### config.mk
export PLATFORM = sky130hd
export DESIGN_NAME = shift_multiplier
export DESIGN_NICKNAME = d
export VERILOG_FILES = /design/src/rtl/shift_arith_pkg.sv /design/src/rtl/shl1_stage.sv /design/src/rtl/shr1_stage.sv /design/src/rtl/shift_multiplier.sv
export SDC_FILE = /design/constraint.sdc
export NUM_CORES = 1
export LEC_CHECK = 0
export CAP_MARGIN = 5
export CELL_PAD_IN_SITES_DETAIL_PLACEMENT = 1
export CELL_PAD_IN_SITES_GLOBAL_PLACEMENT = 1
export CORE_MARGIN = 2
export CORE_UTILIZATION = 48
export CTS_CLUSTER_SIZE = 20
export DETAILED_ROUTE_END_ITERATION = 8
export PLACE_DENSITY_LB_ADDON = 0.05
export SETUP_SLACK_MARGIN = 0.02
export SLEW_MARGIN = 20
export SYNTH_ARGS = -nofsm -noshare
export SYNTH_HDL_FRONTEND = slang
export SYNTH_SLANG_ARGS = --single-unit
### constraint.sdc
create_clock -name clk -period 3.5 [get_ports clk]
set_input_delay 1.05 -clock clk [delete_from_list [all_inputs] [get_ports clk]]
set_output_delay 1.05 -clock clk [all_outputs]
set_load 0.01 [all_outputs]
### src/rtl/shift_arith_pkg.sv
// Shared definitions for the shift-based ALU engines (divider and multiplier).
package shift_arith_pkg;

    localparam int DEFAULT_WIDTH = 8;

    typedef enum logic [1:0] {
        IDLE = 2'd0,
        RUN  = 2'd1,
        DONE = 2'd2
    } state_t;

endpackage

### src/rtl/shl1_stage.sv
// One-bit left-shift register with parallel load, shift enable and zero fill.
module shl1_stage #(
    parameter int WIDTH = 16
) (
    input  logic             clk,
    input  logic             rst_n,
    input  logic             load,
    input  logic             en,
    input  logic [WIDTH-1:0] load_val,
    output logic [WIDTH-1:0] q
);

    always_ff @(posedge clk or negedge rst_n) begin
        if (!rst_n) begin
            q <= '0;
        end else if (load) begin
            q <= load_val;
        end else if (en) begin
            // MSB falls off the top; a zero enters at bit 0
            q <= {q[WIDTH-2:0], 1'b0};
        end
    end

endmodule

### src/rtl/shr1_stage.sv
// One-bit right-shift register with parallel load and zero fill; presents its LSB serially.
module shr1_stage #(
    parameter int WIDTH = 8
) (
    input  logic             clk,
    input  logic             rst_n,
    input  logic             load,
    input  logic             en,
    input  logic [WIDTH-1:0] load_val,
    output logic             lsb
);

    logic [WIDTH-1:0] q;

    always_ff @(posedge clk or negedge rst_n) begin
        if (!rst_n) begin
            q <= '0;
        end else if (load) begin
            q <= load_val;
        end else if (en) begin
            q <= {1'b0, q[WIDTH-1:1]};
        end
    end

    assign lsb = q[0];

endmodule

### src/rtl/shift_multiplier.sv
// Sequential shift-and-add unsigned multiplier: one multiplier bit per clock,
// WIDTH iterations, registered 2*WIDTH-bit product with a one-cycle done pulse.
module shift_multiplier
    import shift_arith_pkg::*;
#(
    parameter int WIDTH = DEFAULT_WIDTH
) (
    input  logic               clk,
    input  logic               rst_n,
    input  logic               start,
    input  logic [WIDTH-1:0]   multiplicand,
    input  logic [WIDTH-1:0]   multiplier,
    output logic               busy,
    output logic               done,
    output logic [2*WIDTH-1:0] product
);

    localparam int CW = (WIDTH > 1) ? $clog2(WIDTH) : 1;

    state_t             state;
    state_t             next_state;
    logic [CW-1:0]      cnt;
    logic [2*WIDTH-1:0] acc;
    logic [2*WIDTH-1:0] acc_next;
    logic [2*WIDTH-1:0] mcand;
    logic               mplier_lsb;
    logic               load;
    logic               shift_en;
    logic               last_iter;

    assign load      = (state == IDLE) && start;
    assign shift_en  = (state == RUN);
    assign last_iter = (cnt == CW'(WIDTH - 1));

    shl1_stage #(.WIDTH(2 * WIDTH)) u_mcand (
        .clk      (clk),
        .rst_n    (rst_n),
        .load     (load),
        .en       (shift_en),
        .load_val ({{WIDTH{1'b0}}, multiplicand}),
        .q        (mcand)
    );

    shr1_stage #(.WIDTH(WIDTH)) u_mplier (
        .clk      (clk),
        .rst_n    (rst_n),
        .load     (load),
        .en       (shift_en),
        .load_val (multiplier),
        .lsb      (mplier_lsb)
    );

    always_ff @(posedge clk or negedge rst_n) begin
        if (!rst_n) begin
            state <= IDLE;
        end else begin
            state <= next_state;
        end
    end

    always_comb begin
        next_state = state;
        unique case (state)
            IDLE:    if (start) next_state = RUN;
            RUN:     if (last_iter) next_state = DONE;
            DONE:    next_state = IDLE;
            default: next_state = IDLE;
        endcase
    end

    // acc is 2*WIDTH wide, so the sum never exceeds (2^WIDTH-1)^2 and cannot wrap
    always_comb begin
        acc_next = acc;
        if (mplier_lsb) begin
            acc_next = acc + mcand;
        end
    end

    always_ff @(posedge clk or negedge rst_n) begin
        if (!rst_n) begin
            acc     <= '0;
            cnt     <= '0;
            product <= '0;
            busy    <= 1'b0;
            done    <= 1'b0;
        end else begin
            busy <= (next_state == RUN);
            done <= (next_state == DONE);
            if (load) begin
                acc <= '0;
                cnt <= '0;
            end else if (shift_en) begin
                acc <= acc_next;
                cnt <= cnt + CW'(1);
                if (last_iter) begin
                    product <= acc_next;
                end
            end
        end
    end

endmodule

# Word-level counts from Yosys, hierarchy flattened
# Cells that the tools add are included.
[totals]
ff_bits = 63
output_inout_bits = 18
elab_cells = 31
inputBits = 19
[op_classes]
n_mux = 12
n_reduce_logical = 4
n_bitwise = 1
n_eq_ne = 4
addsub = 2
[op_table]
columns = ["op", "n"]
rows = [
  ["$mux 16", 5],
  ["$add 16x16->16", 1],
  ["$mux 8", 2],
  ["$mux 3", 2],
  ["$eq 2x1->1 const B", 2],
  ["$mux 2", 2],
  ["$pmux 2 s2", 1],
  ["$add 3x1->3 const B", 1],
  ["$eq 3x3->1 const B", 1],
  ["$reduce_and 3->1", 1],
  ["$eq 2x2->1 const B", 1],
  ["$logic_not 2->1", 1],
  ["$reduce_bool 2->1", 1],
  ["$logic_and 1x1->1", 1],
  ["$not 1->1", 1],
]

# Depth between registers and ports, before layout
[logic_depth]
word_depth = 4
ltp_mapped = 9
ltp_nobuf = 9

# Cells and area by module
# From an unflattened synthesis, not the netlist that was laid out.
[hier_totals]
hier_cells = 353
area_unflattened_um2 = 3493.4
[modules_own_cells]
columns = ["mod", "instances", "seq_area_each_um2", "area_each_um2", "cells_each"]
rows = [
  ["shift_multiplier", 1, 975.9, 2382.3, 250],
  ["shl1_stage", 1, 400.4, 742.0, 69],
  ["shr1_stage", 1, 200.2, 369.1, 34],
]

# Worst setup path after synthesis
# OpenSTA, ideal clock, no wires.
[synth_timing]
path_type = "flip-flop to flip-flop"
from = "reg acc[0]"
to = "reg product[14]"
slack_ns = 1.146
t_arrival_ns = 2.288
n_path_buf = 0
period_less_slack_ns = 2.354
path_stages_with_launch = 10
t_required_ns = 3.435
cell_sequence = "dfrtp_1 -> ha_1 -> fa_1 -> a21oi_1 -> o21ai_1 -> a21oi_2 -> o31ai_2 -> a311oi_2 -> mux2_1 -> nand2_1"
[synth_between]
elab_chain_len = 2
[synth_rtl]
columns = ["item", "line", "rtl"]
rows = [
  ["start: declaration", "shift_multiplier.sv:23", "logic [2*WIDTH-1:0] acc;"],
  ["start signal: assignment", "shift_multiplier.sv:93", "acc <= acc_next;"],
  ["$add 16x16->16", "shift_multiplier.sv:75", "acc_next = acc + mcand;"],
  ["$mux 16", "shift_multiplier.sv:74", "if (mplier_lsb) begin"],
  ["end signal: assignment", "shift_multiplier.sv:96", "product <= acc_next;"],
  ["end: declaration", "shift_multiplier.sv:15", "output logic [2*WIDTH-1:0] product"],
]
# No other way between the ends.
# A chain may end at the register's enable or synchronous reset.

# Final worst setup path
[layout_timing]
from = "reg u_mcand.q[0]"
to = "reg product[14]"
[layout_between]
elab_chain_len = 2
[layout_rtl]
columns = ["item", "line", "rtl"]
rows = [
  ["start: declaration", "shl1_stage.sv:10", "output logic [WIDTH-1:0] q"],
  ["start signal: assignment", "shl1_stage.sv:17", "q <= load_val;"],
  ["start signal: assignment", "shl1_stage.sv:20", "q <= {q[WIDTH-2:0], 1'b0};"],
  ["$add 16x16->16", "shift_multiplier.sv:75", ""],
  ["$mux 16", "shift_multiplier.sv:74", ""],
]
# No other way between the ends.

==> key figures <==
GRT
  – Gr ovfl total: 0
  – Total track usage: a little under a quarter
  – First-pass GRT wire length: approximately 14000 um
  – Largest net degree at the start of global routing: 35
  – Initial antenna violation count: 0
  – Vias in the first global route: about 2.8k

Drt
  – Vias: between 2k and 3k
  – DRT iter0 DRCs: between 100 and 150
  – # DRC: 0
  – Routed Antenna Nets: 0
  – Routed WL per cell: about 17 um
  – Vias/cell: 5.70
  – Drt first pass iters: 4
  – Routed WL: between 8000 and 9000 um

Synth
  – Mapped Cells: 344
  – Distinct cell type count after synthesis: 46
  – Cell area after synthesis: 3440 sq um
  – EDFF count, synth: 0
  – Top FF cell, synth: dfrtp_1
  – Yosys reg bits: between 60 and 70
  – Ys Warns: 0
  – Synthesized area per cell: around 10 sq um
  – Synth Net Count: around 380
  – Share of flip-flops with an asynchronous set or reset: 100%
  – Sequential area share after synthesis: between 40% and 50%

STA
  – Worst rel slew slack: a little under a third
  – Final Max Slew Viols: 0
  – Final setup violation count: 0
  – Final period util: approximately 77%
  – Fin. Hold Viols: 0
  – Setup tns final: 0 ns
  – Unrepaired setup endpoints after global routing: false
  – Final min period: 2.68 ns
  – Fmax: about 0.37 GHz
  – Actual slew at the worst max-slew pin: between 1 and 1.5 ns
  – Clock Skew: 0.0100 ns

Power and ir drop
  – Total Power: between 3 and 4 mW
  – PwrDens: 903 nW/um^2
  – Worst VDD drop: 0.542 mV
  – Leakage: 1.86 nW

Layout
  – Finished Layout Cells: 479
  – Layout cells sized above 1: ~8.4%
  – Fillers: 770
  – N_diodes: 0
  – Area growth syn-to-layout: 19.9%
  – Final net count: roughly 420

Clocking
  – Clk_lat worst skew: around 0.34 ns
  – Clock Tree Buf Depth: 2
  – Root buf cell: clkbuf_8
  – Post-cts sizing count: 0
  – Post-CTS setup buffer count: 0
  – # H-tree levels: 3
  – CTS tree: yes
  – Reg clk slew, reported paths: around 0.07 ns
  – CTS sink cnt: 63
  – CTS Hold Bufs: 0
  – Inserted Clock Buffers: 9

Place
  – Final GP Congestion: 0.843
  – Placed insts: about 460
  – PortBufs: 36
  – DP HPWL: around 5900 um

Outcome
  – Outcome: finished, final reports clean

Worst setup path
  – R2R depth: 9
  – Worst path required time: ~3.8 ns
  – Crit path DAT: between 2 and 3 ns
  – Crit Path Max Fanout: 4
  – FF-to-FF End: product[14]
  – Worst setup EP type: register
  – Startpoint types: register
  – FF-to-FF Start: u_mcand.q[0]
  – R2r setup slk: between 0.8 and 0.9 ns
  – CP Class: reg -> reg

Die
  – Chip width: 88.7 um
  – Core ar.: 6870 sq um
  – Starting Density: about half
  – Die ar.: approximately 8000 sq um
  – I/O pins: 37
  – Cell Rows: 30
  – Die Ht: between 80 and 90 um

Flow run
  – Max Cap Viol: 0

Hold path
  – Hold wc startpoint: product[10]
  – Hold EP: product[10]
  – Worst Hold Class: reg -> reg
  – Min-Delay Path Depth: 2
==> flip-flops by register name, indices dropped and copies added (netlist names) <==
name / flops
cnt: 3
busy: 1
acc: 16
done: 1
u_mcand.q: 16
product: 16
u_mplier.q: 8
state: 2
==> layout by cell type, fill, tap and decap left out, types with 6 or more instances in the layout <==
master / n
xor2_1: 9
clkdlybuf4s50_1: 35
a22oi_1: 14
o21ai_1: 6
mux2i_1: 11
a22o_1: 19
dfrtp_1: 63
nand2_1: 34
nor2b_1: 20
ha_1: 17
a21o_1: 6
o21ai_0: 36
buf_4: 7
nor2_1: 7
clkbuf_8: 11
a21oi_1: 30
==> power by group <==
part | leakage [nW] | internal [mW] | switching, mW
combinational | 0.912 | 0.761 | 0.920
sequential | 0.832 | 1.02 | 0.301
clock | 0.114 | 0.440 | 0.280
total | 1.86 | 2.22 | 1.50
==> kinds of logic (layout without fill, tap and decap cells) <==
logic type	Yosys count	count (layout)	share of synthesized area, %
flip-flops	63	63	45.8
buffers and inverters	25	64	3.02
XOR/XNOR	14	14	3.56
multiplexers	13	13	3.96
AO/OA/AOI/OAI	133	133	25.4
AND/OR/NAND/NOR	78	78	11.5
adder cells (fa/ha/maj)	18	18	6.76
==> worst max-delay path by stage <==
stage,start,to,slack [ns],depth (start not counted)
5_1_grt,u_mcand.q[0],product[14],0.65,9
4_1_cts,u_mcand.q[0],product[14],0.80,9
2_1_floorplan,acc[0],product[14],1.15,9
3_5_place_dp,start,acc[10],0.71,5
3_3_place_gp,start,acc[8],0.73,5
6_report,u_mcand.q[0],product[14],0.82,9
==> Yosys cell counts (2+ instances only) <==
cell,count,share of area (%)
o21ai_1,6,0.87
a22oi_1,14,3.1
nor2_1,7,0.76
ha_1,17,6.2
nand2b_1,2,0.36
a31oi_1,3,0.55
buf_2,2,0.29
a21oi_1,30,4.4
nor2b_1,20,3.6
clkbuf_1,16,1.7
buf_1,2,0.22
mux2i_1,11,3.2
dfrtp_1,63,46
and3_1,2,0.36
o211ai_1,3,0.65
o21ai_0,36,5.2
nor3b_1,3,0.65
xor2_1,9,2.3
nand3_1,4,0.58
inv_1,4,0.44
a21o_1,6,1.3
xnor2_1,5,1.3
o21bai_1,4,0.87
nand2_1,34,3.7
a22o_1,19,4.8
nand3b_1,2,0.44
==> metal layers <==
layer  share of wire (%)  wire [um]  up-vias  track usage, %
met5                   0          0        -               0
met4                 1.0         86        0            7.99
met3                 2.3        187        7            3.73
met2                  49       4060       39            37.3
met1                  48       3970     1369            32.3
li1                    -          -     1314               -
==> metrics by stage <==
stage / setup slack (ns) / hold WS, ns / utilization (%) / instance area (sq um)
floorplan: 1.15 / 0.466 / - / 3440
global placement: 0.729 / 0.462 / 56.8 / 3900
detailed placement: 0.714 / 0.474 / 56.8 / 3900
CTS: 0.799 / 0.489 / 60.0 / 4120
global route: 0.650 / 0.515 / 60.0 / 4120
finish: 0.821 / 0.482 / 60.0 / 4120
==> cell type report <==
| cell class | instances | area, sq um | share of cell area, % |
|---|---|---|---|
| clock buffers | 13 | 159 | 3.85 |
| clock inverters | 3 | 65.1 | 1.58 |
| inverters | 4 | 15.0 | 0.364 |
| multi-input cells | 256 | 1760 | 42.7 |
| flip-flops and latches | 63 | 1580 | 38.2 |
| well taps | 96 | 120 | 2.91 |
| repair buffers | 44 | 428 | 10.4 |
==> critical path: stages (launching register included) <==
cell and delay (ns):
dfrtp_1 0.42, ha_1 0.23, fa_1 0.40, a21oi_1 0.21
o21ai_1 0.10, a21oi_2 0.28, o31ai_2 0.16, a311oi_2 0.40
mux2_1 0.36, nand2_1 0.07
Power figures use the tool's default switching activity.
